**src/rtl/tone_gen.sv**
```systemverilog
`default_nettype none
// ============================================================================
//  Module   : tone_gen
//  Function : Square-wave tone generator for the sequence detector. Plays a
//             high tone (362 Hz) or low tone (110 Hz) as whole periods only,
//             drives the amplifier enable and flags each completed period.
//  Revision : 1.0  initial release
// ============================================================================
module tone_gen #(
   parameter int HALF_HI = 172652,
   parameter int HALF_LO = 568182,
   parameter int CNT_W   = 20
) (
   input  logic clk,
   input  logic clr,
   input  logic tone_EN362,
   input  logic tone_EN110,
   output logic aud_pwm,
   output logic aud_sd,
   output logic tone_sel,
   output logic period_tick
);

   typedef enum logic [1:0] {
      IDLE = 2'd0,
      HIGH = 2'd1,
      LOW  = 2'd2
   } state_t;

   // Terminal counts: the counter runs 0 .. half-1 in each half-period
   localparam logic [CNT_W-1:0] c_hi_last = CNT_W'(HALF_HI - 1);
   localparam logic [CNT_W-1:0] c_lo_last = CNT_W'(HALF_LO - 1);

   state_t           state_q, state_d;
   logic [CNT_W-1:0] cnt_q,   cnt_d;
   logic             pwm_q,   pwm_d;
   logic             sd_q,    sd_d;
   logic             sel_q,   sel_d;
   logic             tick_q,  tick_d;

   logic             w_any_en;
   logic             w_half_done;

   assign w_any_en    = tone_EN362 | tone_EN110;
   // Half length follows the tone latched at the start of the current period
   assign w_half_done = (cnt_q == (sel_q ? c_hi_last : c_lo_last));

   // Next-state logic: enables are only looked at in IDLE and on the last LOW cycle
   always_comb begin
      state_d = state_q;
      cnt_d   = cnt_q;
      pwm_d   = pwm_q;
      sd_d    = sd_q;
      sel_d   = sel_q;
      tick_d  = 1'b0;
      case (state_q)
         IDLE: begin
            cnt_d = '0;
            pwm_d = 1'b0;
            sd_d  = 1'b0;
            if (w_any_en) begin
               sel_d   = tone_EN362;
               state_d = HIGH;
               pwm_d   = 1'b1;
               sd_d    = 1'b1;
            end
         end
         HIGH: begin
            if (w_half_done) begin
               cnt_d   = '0;
               state_d = LOW;
               pwm_d   = 1'b0;
            end else begin
               cnt_d = cnt_q + CNT_W'(1);
            end
         end
         LOW: begin
            if (w_half_done) begin
               cnt_d  = '0;
               tick_d = 1'b1;
               if (w_any_en) begin
                  // Back-to-back period; tone may switch only here
                  sel_d   = tone_EN362;
                  state_d = HIGH;
                  pwm_d   = 1'b1;
               end else begin
                  state_d = IDLE;
                  sd_d    = 1'b0;
               end
            end else begin
               cnt_d = cnt_q + CNT_W'(1);
            end
         end
         default: begin
            state_d = IDLE;
            cnt_d   = '0;
            pwm_d   = 1'b0;
            sd_d    = 1'b0;
         end
      endcase
   end

   // State and output registers with asynchronous clear
   always_ff @(posedge clk or posedge clr) begin
      if (clr) begin
         state_q <= IDLE;
         cnt_q   <= '0;
         pwm_q   <= 1'b0;
         sd_q    <= 1'b0;
         sel_q   <= 1'b0;
         tick_q  <= 1'b0;
      end else begin
         state_q <= state_d;
         cnt_q   <= cnt_d;
         pwm_q   <= pwm_d;
         sd_q    <= sd_d;
         sel_q   <= sel_d;
         tick_q  <= tick_d;
      end
   end

   assign aud_pwm     = pwm_q;
   assign aud_sd      = sd_q;
   assign tone_sel    = sel_q;
   assign period_tick = tick_q;

endmodule
`default_nettype wire
```
**config.mk**
```make
export PLATFORM = sky130hd
export DESIGN_NAME = tone_gen
export DESIGN_NICKNAME = d
export VERILOG_FILES = /design/src/rtl/tone_gen.sv
export SDC_FILE = /design/constraint.sdc
export NUM_CORES = 1
export LEC_CHECK = 0
export ABC_AREA = 1
export BUFFER_PORTS_ARGS = -buffer_cell sky130_fd_sc_hd__buf_2
export CORE_MARGIN = 2
export CORE_UTILIZATION = 50
export DETAILED_ROUTE_END_ITERATION = 12
export PLACE_DENSITY = 0.68
export SYNTH_ARGS = -nofsm -noshare
export SYNTH_HDL_FRONTEND = slang
export SYNTH_SLANG_ARGS = --single-unit
```
**constraint.sdc**
```tcl
create_clock -name clk -period 1.7 [get_ports clk]
set_input_delay 0 -clock clk [delete_from_list [all_inputs] [get_ports clk]]
set_output_delay 0 -clock clk [all_outputs]
set_load 0.01 [all_outputs]
```
* Word level (Yosys, flattened, before mapping)
Cells that the tools add are included.
** Word-level totals
- Memory bits (read-only) :: 0
- Memory bits (writable) :: 0
- Input bits :: 4
- Register bits after elaboration :: 26
- Bits in latches :: 0
- Word-level logic and storage cells :: 45
- Output and inout bits :: 4
- Memories :: 0
** Cells by class
- Add/subtract/negate cells :: 1
- Divide/modulo/power cells :: 0
- Shift-type cells :: 0
- Bitwise logic cells :: 2
- Multiply operators :: 0
- Order comparisons :: 0
- Equal/unequal tests :: 8
- Muxes and demuxes :: 21
- Reduce and logical (&&, ||, !) cells :: 7
** Operators by type and width (number)
- $mux W20 :: 3
- $add A20 B1 Y20 const B :: 1
- $eq A20 B20 Y1 :: 1
- $mux W1 :: 11
- $ne A2 B2 Y1 const B :: 5
- $reduce_and A3 Y1 :: 3
- $mux W2 :: 3
- $pmux W1 S3 :: 2
- $pmux W2 S3 :: 1
- $eq A2 B1 Y1 const B :: 1
- $eq A2 B2 Y1 const B :: 1
- $logic_not A2 Y1 :: 1
- $pmux W1 S2 :: 1
- $reduce_and A2 Y1 :: 1
- $reduce_bool A2 Y1 :: 1
- $reduce_or A2 Y1 :: 1
- $not A1 Y1 :: 1
- $or A1 B1 Y1 :: 1

* Longest topological paths before layout
Gate-level depths: netlist of the first run.
- Word-level depth :: 4
- Depth in mapped cells :: 10
- Mapped depth without buffers :: 10

* Worst setup path after synthesis of the first run
OpenSTA, ideal clock, no wires.
- Kind :: register to register
- Start point :: register cnt_q[0]
- End point :: register cnt_q[10]
- Data arrival time :: 1.251 ns
- Data required time :: 1.577 ns
- Path slack :: 0.326 ns
- Cell stages (with the launch flop) :: 8
- Setup time :: 0.123 ns
- Buffers on the path :: 0
- Period minus slack after synthesis :: 1.374 ns
- Cells stage by stage :: dfrtp_1 -> ha_1 -> nand2_1 -> nor2_2 -> nand4_2 -> nor2_1 -> xor2_1 -> nor2_1
** Between the ends
- Longest elaborated chain between the ends :: 3
- Elaborated cells between the ends (all ways) :: 4
- Classes of those cells :: add/sub (1); eq/ne (1); mux (2)
** Ends and longest elaborated chain
- start: declaration :: line 35 : logic [CNT_W-1:0] cnt_q, cnt_d;
- start signal: assignment :: line 114 : cnt_q <= cnt_d;
- $add A20 B1 Y20 / $eq A20 B20 Y1 (equally long branches) :: line 74, 91, 46
- $mux W20 * :: line 69, 78
- $mux W20 *
- net cnt_d[10] :: line 35
Mark *: on every way through the listed nets, which the timed path passes. The rest lies on a longest branch.
A chain may end at the register's enable or synchronous reset.

* Worst setup path after layout of the first run
Ends and elaborated chain as after synthesis.

==> results.yml, run 1 <==
status:
  outcome: "complete, no violations"
routing:
  wl_met1_mm: 1.58
  vias_per_cell: 4.70
  routed-wl-met3_um: 66
  wl_per_cell_um: 11.0
  route.met2.wl_mm: 1.31
  via_count: 1279
  drc: 0
  dr.max_layer_used: "met4"
  ant_nets: 0
  dr.pass1.iters: 4
  drt-initial-drc-count: 115
  drt-total-wl_mm: 2.98
cts:
  clkTransAtPathRegs_ns: 0.15
  htree_levels: 1
  post_cts_buffers: 0
  cts_tree: "built"
  cts_buffers: 3
  cts_root_buf: "clkbuf_4"
  cts.sinks: 26
  clkLatencyLatePin_ns: 0.33
  cts_buffer_depth: 2
sta:
  timing.fmax_mhz: 638
  tightest_slew_ns: 0.319
  drv_slew: 0
  hold_violations: 0
  fin_crit_sh: 0.922
  slew_headroom: 0.788
  finalCriticalPeriod_ns: 1.57
  skew_ns: 0.00884
  rsz0062_at_grt: "true"
  finalSetupViolCount: 0
  whs_ns: 0.0294
  post-route-worst-setup-slack_ns: 0.132
floorplan:
  die_x_um: 60.1
  ios: 8
  start_util: 0.520
  fp-row-count: 20
  core_um2: 3030
  die_h_um: 60.1
  dieArea_um2: 3610
layout:
  final_area_um2: 1750
  nFillCells: 288
  syn_to_final_growth_pct: 11.2
  nNetsFinal: 238
  layout-drive-gt1-share: 0.167
  antenna-diode-count: 0
  post-route-util: 0.578
worst_setup_path:
  startpoint_type: "register"
  end_kind: "register"
  rrSetupSlack_ns: 0.13
  critical_path_class: "register to register"
  path_max_fanout: 5
  cp_common_cell: "nor2_2"
  cp.required_ns: 1.92
  cp_slowest_stage_delay_ns: 0.42
  r2r-end: "cnt_q[10]"
  crit_arrival_ns: 1.79
  r2r_cells: 7
  rr_startpoint: "cnt_q[0]"
  critPathSlowestCell: "dfrtp_1"
  cp_cell_sequence: "ha_1 > nand2_1 > nor2_2 > nand4_2 > nor2_2 > xor2_1 > nor2_1"
placement:
  gp_congestion: 0.860
  post-place-ws_ns: 0.150
  place_area_um2: 1680
  place.detailed.hpwl_mm: 2.33
  io_buffer_count: 7
synth:
  synth_edf_count: 0
  ys_ff_latch: 26
  syn_area_um2: 1570
  avgSynthCellArea_um2: 7.39
  async_flop_share: 1.00
  synth_seq_area_share: 0.413
  synth-main-ff-cell: "dfrtp_1"
  synth_commonest_cells: "54 x nand2_1, 42 x nor2_1, 28 x inv_1"
  synth_top_area_share: 0.413
  synthesis.instances: 213
  yosysTopAreaCell: "dfrtp_1"
  synth_cell_types: 22
  synth_area_leaders: "dfrtp_1 41%, nand2_1 13%, nor2_1 10%"
  synth.most_common_cell: "nand2_1"
  syn-num-nets: 222
  synth_warnings: 0
power_and_ir_drop:
  p_leak_nw: 0.841
  power_density_nw_per_um2: 1070
  ir_drop_v: 0.000993
global_route:
  grt_overflow_total: 0
  grt_max_degree: 27
  antenna_found_initial: 0
  grt_pass1_vias: 1195
  grt_pass1_wl_mm: 5.27
  grtUsageTotal: 0.192
worst_hold_path:
  min_path_type: "primary input to register"
  holdPathEnd: "aud_pwm"
  min_from: "tone_EN110"
  min_path_cells: 6
job:
  max-cap-violations: 0
## cell usage in the layout, fill, tap and decap left out, drive strengths merged
cell type	instances
nor3	8
xnor2	1
nand3	11
clkbuf	3
or2	2
nand4	4
xor2	11
a21oi	2
ha	5
dlygate4sd3	2
inv	31
nor2	49
dfrtp	26
bufinv	1
buf	10
nand2	62
## cells by family (layout without fill, tap and decap cells)
| group | Yosys count | after routing | share of synthesized area |
|---|---|---|---|
| XOR/XNOR | 12 | 12 | 0.0668 |
| flip-flops | 26 | 26 | 0.413 |
| AND/OR/NAND/NOR | 136 | 136 | 0.393 |
| adder cells (fa/ha/maj) | 5 | 5 | 0.0397 |
| buffers and inverters | 32 | 47 | 0.0811 |
| AO/OA/AOI/OAI | 2 | 2 | 0.00636 |
## state kept, by name, indices dropped and copies added, names as in the netlist
name,flops
cnt_q,20
aud_sd,1
state_q,2
tone_sel,1
period_tick,1
aud_pwm,1
## worst max-delay path by stage
stage	from	endpoint	slack (ns)	cells after the start
2_1_floorplan	cnt_q[0]	cnt_q[10]	0.33	7
3_3_place_gp	cnt_q[0]	cnt_q[16]	0.22	7
3_5_place_dp	cnt_q[0]	cnt_q[10]	0.15	7
4_1_cts	cnt_q[0]	cnt_q[10]	0.12	7
5_1_grt	cnt_q[0]	cnt_q[10]	-0.02	7
6_report	cnt_q[0]	cnt_q[10]	0.13	7
## stage by stage
step	setup TNS, ns	total power, mW	std cells
global route	-0.0465	2.04	272
global placement	0	1.45	266
finish	0	1.86	272
CTS	0	1.89	272
detailed placement	0	1.45	266
floorplan	0	1.33	213
## critical path: cells and delay by family (launching register included)
| kind | cells | cell delay, ns |
|---|---|---|
| xor+xnor | 1 | 0.17 |
| flops | 1 | 0.42 |
| fa+ha+maj | 1 | 0.22 |
| simple gates | 5 | 0.66 |
## routing by layer
metal  vias to the layer above  GRT usage
li1                        677          -
met1                       577      0.283
met4                         0     0.0508
met5                         -          0
met3                         5     0.0260
met2                        20      0.292
## repair_timing
action,in CTS,in global routing
hold endpoints to repair,27,0
hold buffers,2,0
endpoints found under the setup margin,0,1
gates resized for setup,0,1
## power breakdown
| part | total (mW) | internal, mW | switching, mW |
|---|---|---|---|
| Combinational | 0.659 | 0.225 | 0.434 |
| Clock | 0.432 | 0.238 | 0.194 |
| Sequential | 0.773 | 0.702 | 0.0710 |
| Total | 1.86 | 1.17 | 0.699 |
## layout make-up
type	count	area (µm²)	area share
flip-flops and latches	26	651	0.372
clock buffers	3	22.5	0.0129
multi-input cells	155	798	0.456
inverters	31	116	0.0665
well taps	44	55.1	0.0315
clock inverters	1	30.0	0.0172
repair buffers	12	77.6	0.0443
(Power assumes the default switching activity.)
==> run 2, diff against run 1 <==
--- a/config.mk
+++ b/config.mk
@@ -5,7 +5,6 @@
 export SDC_FILE = /design/constraint.sdc
 export NUM_CORES = 1
 export LEC_CHECK = 0
-export ABC_AREA = 1
 export BUFFER_PORTS_ARGS = -buffer_cell sky130_fd_sc_hd__buf_2
 export CORE_MARGIN = 2
 export CORE_UTILIZATION = 50
==> results.yml, run 2 <==
synth:
  synth_edf_count: 0
  synth_top_area_share: 0.456
  synth-main-ff-cell: "dfrtp_1"
  yosys.area_share.simple: 0.264
  ys_ff_latch: 26
  synthAdderAreaFrac: 0.0438
  synth-compound-area-share: 0.0868
  yosysTopAreaCell: "dfrtp_1"
  synth_seq_area_share: 0.456
  async_flop_share: 1.00
  syn-num-nets: 155
  avgSynthCellArea_um2: 9.78
  syn_area_um2: 1430
  synth_top_family_by_area: "simple AND/OR/NAND/NOR gates"
  synthMuxAreaShare: 0
  synth_area_leaders: "dfrtp_1 46%, xor2_1 8.0%, nor2_1 6.6%"
  synth.most_common_cell: "dfrtp_1"
  synth_warnings: 0
  synth_cell_types: 36
  synthesis.instances: 146
  synth_commonest_cells: "26 x dfrtp_1, 25 x nor2_1, 13 x xor2_1"
  synthXorXnorAreaFrac: 0.110
sta:
  skew_ns: 0.00346
  finalSetupViolCount: 0
  tightest_slew_ns: 0.333
  fin_crit_sh: 0.963
  finalCriticalPeriod_ns: 1.64
  drv_slew: 0
  slew_headroom: 0.778
  timing.fmax_mhz: 611
  hold_violations: 0
  post-route-worst-setup-slack_ns: 0.0636
worst_setup_path:
  r2r-end: "cnt_q[4]"
  critical_path_class: "register to register"
  path_max_fanout: 19
  startpoint_type: "register"
  critPathLaunch: "cnt_q[2]"
  end_kind: "register"
  rr_startpoint: "cnt_q[2]"
  rrSetupSlack_ns: 0.06
  crit_arrival_ns: 1.85
  cp.required_ns: 1.92
  endpoint: "cnt_q[4]"
  r2r_cells: 6
placement:
  placed_cells: 200
  gp_congestion: 0.834
  post-place-ws_ns: -0.0143
  place.detailed.hpwl_mm: 2.02
  io_buffer_count: 7
routing:
  drc: 0
  wl_per_cell_um: 13.8
  vias_per_cell: 5.41
  via_count: 1131
  drt-initial-drc-count: 97
  dr.pass1.iters: 4
  drt-total-wl_mm: 2.87
  ant_nets: 0
global_route:
  grt_pass1_vias: 1178
  antenna_found_initial: 0
  met2_usage: 0.336
  grtUsageMet1: 0.230
  gr-max-usage-layer: "met2"
  grt_overflow_total: 0
  grt_pass1_wl_mm: 4.93
  grt_max_degree: 27
  use_met3: 0.0295
  grtUsageTotal: 0.190
cts:
  cts.sinks: 26
  htree_levels: 1
  clkTransAtPathRegs_ns: 0.13
  cts_root_buf: "clkbuf_4"
  clkLatencyLatePin_ns: 0.31
  cts_buffers: 3
  cts_buffer_depth: 2
  cts_tree: "built"
power_and_ir_drop:
  p_leak_nw: 0.782
  power_density_nw_per_um2: 873
  ir_drop_v: 0.000811
layout:
  layout.cells.non_filler: 209
  layout-drive-gt1-share: 0.264
  nNetsFinal: 189
  regMostFlops: "cnt_q"
  largest_register_ffs: 20
  final_common_cell: "nor2_1"
  syn_to_final_growth_pct: 24.1
  antenna-diode-count: 0
  top_regs: "cnt_q x20, state_q x2"
  layout_common_cells: "25 x nor2_1, 24 x dfrtp_1, 22 x buf_4"
worst_hold_path:
  min_path_type: "primary input to register"
  min_from: "tone_EN362"
floorplan:
  die_h_um: 57.4
  die_x_um: 57.4
  fp-row-count: 19
  core_um2: 2730
  ios: 8
  start_util: 0.522
  dieArea_um2: 3300
status:
  outcome: "complete, no violations"
job:
  max-cap-violations: 0
run 2: per-layer routing:
metal,part of all wire,vias to the layer above
li1,-,567
met1,0.46,548
met3,0.017,2
met5,0,-
met4,0.0066,0
met2,0.51,14
run 2: kinds of logic after synthesis:
group,count (synthesis)
DFF,26
buffers and inverters,11
and+or+nand+nor,70
adders and majority gates,5
AOI/OAI and AO/OA,16
xor gates and xnor gates,18
run 2: worst min-delay path by stage:
stage / endpoint / cells past startpoint
5_1_grt: tone_sel / 3
3_3_place_gp: state_q[1] / 3
3_5_place_dp: state_q[1] / 3
2_1_floorplan: aud_pwm / 1
6_report: tone_sel / 3
4_1_cts: tone_sel / 3
run 2: area by class of cell:
| type | count | area [µm²] |
|---|---|---|
| Fill cell | 224 | 962 |
| Timing Repair Buffer | 32 | 240 |
| Clock buffer | 3 | 22.5 |
| Tap cell | 31 | 38.8 |
| Inverter | 8 | 30.0 |
| Multi-Input combinational cell | 109 | 787 |
| Sequential cell | 26 | 653 |
run 2: critical path, stage by stage, from the launching register on:
cell and delay, ns:
dfrtp_1 0.44, nor4bb_2 0.32, nand3_2 0.20, a21oi_4 0.19, nand2b_1 0.17, buf_12 0.16
nor2_1 0.06
run 2: stage by stage:
stage / util / area, µm² / hold WS, ns / setup TNS (ns) / power, mW
floorplan: - / 1430 / 0.0400 / 0 / 1.13
global route: 0.648 / 1770 / 0.0375 / -1.07 / 1.68
finish: 0.648 / 1770 / 0.0353 / 0 / 1.55
detailed placement: 0.596 / 1630 / 0.0706 / -0.149 / 1.28
CTS: 0.619 / 1690 / 0.0173 / -0.0108 / 1.55
global placement: 0.596 / 1630 / 0.0667 / -0.0991 / 1.27
run 2: power by group:
| part | internal [mW] | switching, mW | leakage, nW |
|---|---|---|---|
| Sequential | 0.693 | 0.0774 | 0.350 |
| Combinational | 0.244 | 0.275 | 0.417 |
| Clock | 0.0828 | 0.173 | 0.0138 |
run 2: timing repair:
action,4_1_cts,5_1_grt
endpoints found under the hold margin,27,0
setup endpoints to repair,21,24
buffers inserted,0,4
resized for setup,3,9
pin swaps,2,7
hold buffers,2,0
==> run 3, diff against run 2 <==
--- a/config.mk
+++ b/config.mk
@@ -9,6 +9,7 @@
 export CORE_MARGIN = 2
 export CORE_UTILIZATION = 50
 export DETAILED_ROUTE_END_ITERATION = 12
+export HOLD_SLACK_MARGIN = 0.15
 export PLACE_DENSITY = 0.68
 export SYNTH_ARGS = -nofsm -noshare
 export SYNTH_HDL_FRONTEND = slang
==> results.yml, run 3 (synthesis results as in run 2) <==
routing:
  route.met2.wl_mm: 1.50
  wl_per_cell_um: 13.8
  via_count: 1129
  dr.max_layer_used: "met4"
  drc: 0
  drt-initial-drc-count: 74
  wl_met1_mm: 1.32
  ant_nets: 0
  dr.pass1.iters: 4
  drt-total-wl_mm: 2.89
  vias_per_cell: 5.38
  routed-wl-met3_um: 48
layout:
  nNetsFinal: 190
  top_regs: "cnt_q x20, state_q x2"
  regMostFlops: "cnt_q"
  layout_common_cells: "25 x nor2_1, 24 x dfrtp_1, 22 x buf_4"
  layout-drive-gt1-share: 0.263
  final_common_cell: "nor2_1"
  largest_register_ffs: 20
  antenna-diode-count: 0
  nFillCells: 223
  syn_to_final_growth_pct: 24.8
sta:
  hold_violations: 0
  tightest_slew_ns: 0.335
  fin_crit_sh: 0.990
  whs_ns: 0.261
  skew_ns: 0.00340
  timing.fmax_mhz: 594
  finalCriticalPeriod_ns: 1.68
  post-route-worst-setup-slack_ns: 0.0165
  drv_slew: 0
  finalSetupViolCount: 0
  slew_headroom: 0.776
floorplan:
  die_x_um: 57.4
  fp-row-count: 19
  core_um2: 2730
  die_h_um: 57.4
  ios: 8
  dieArea_um2: 3300
  start_util: 0.522
worst_setup_path:
  cp.required_ns: 1.92
  startpoint_type: "register"
  crit_arrival_ns: 1.90
  path_max_fanout: 19
  end_kind: "register"
  critical_path_class: "register to register"
power_and_ir_drop:
  ir_drop_v: 0.000810
  p_leak_nw: 0.786
  power_density_nw_per_um2: 868
  p_total_mw: 1.55
cts:
  cts_root_buf: "clkbuf_4"
  cts.sinks: 26
  clkTransAtPathRegs_ns: 0.13
  cts_buffers: 3
  htree_levels: 1
  cts_tree: "built"
  cts_buffer_depth: 2
  clkLatencyLatePin_ns: 0.31
global_route:
  grtUsageTotal: 0.190
  antenna_found_initial: 0
  grt_max_degree: 27
  grt_overflow_total: 0
  grt_pass1_vias: 1178
  grt_pass1_wl_mm: 4.93
placement:
  io_buffer_count: 7
  post-place-ws_ns: -0.0143
  gp_congestion: 0.834
  place.detailed.hpwl_mm: 2.02
worst_hold_path:
  min_path_type: "primary input to asynchronous set/reset pin"
job:
  max-cap-violations: 0
status:
  outcome: "complete, no violations"
run 3: critical path, stage by stage (launching register included):
cell and delay [ns]:
dfrtp_1 0.44, nor4bb_2 0.36, nand3_2 0.22, a21oi_4 0.19, nand2b_1 0.17, buf_12 0.16, nor2_1 0.06
run 3: through the flow:
step	util	setup TNS (ns)	instance area, µm²	cells
2_1_floorplan	-	0	1430	146
3_3_place_gp	0.596	-0.0991	1630	200
3_5_place_dp	0.596	-0.149	1630	200
4_1_cts	0.622	-0.0108	1700	206
5_1_grt	0.652	-1.25	1780	210
6_report	0.652	0	1780	210
run 3: worst paths after layout:
| check | startpoint | end | slack [ns] | cells past startpoint |
|---|---|---|---|---|
| worst max-delay path | cnt_q[2] | cnt_q[4] | 0.02 | 6 |
| worst min-delay path | clr | cnt_q[13] | 0.26 | 4 |
| worst max register to register | cnt_q[2] | cnt_q[4] | 0.02 | 6 |
| worst min register to register | cnt_q[0] | cnt_q[0] | 0.52 | 1 |
| max in group asynchronous | clr | cnt_q[0] | 1.16 | 4 |
| min in group clk | cnt_q[0] | cnt_q[0] | 0.52 | 1 |
run 3: what timing repair did:
item                                    4_1_cts  5_1_grt
resized for setup                             3        9
pin swaps                                     2        7
buffers inserted                              0        4
endpoints found under the setup margin       21       24
hold buffers                                  3        0
endpoints found under the hold margin        31        0
run 3: area by class of cell:
| class | instances | area [µm²] | share of cell area |
|---|---|---|---|
| Inverter | 8 | 30.0 | 0.0169 |
| Sequential cell | 26 | 653 | 0.367 |
| Clock buffer | 3 | 22.5 | 0.0126 |
| Timing Repair Buffer | 33 | 250 | 0.140 |
| Tap cell | 31 | 38.8 | 0.0218 |
| Multi-Input combinational cell | 109 | 787 | 0.442 |
run 3: routing by layer:
| layer | GRT usage | vias up |
|---|---|---|
| met5 | 0 | - |
| met4 | 0.0731 | 0 |
| met3 | 0.0295 | 2 |
| met2 | 0.336 | 9 |
| met1 | 0.230 | 547 |
| li1 | - | 571 |
run 3: where the power goes:
group	total [mW]	internal (mW)	switching, mW
Combinational	0.519	0.246	0.273
Clock	0.256	0.0828	0.173
Sequential	0.771	0.693	0.0777
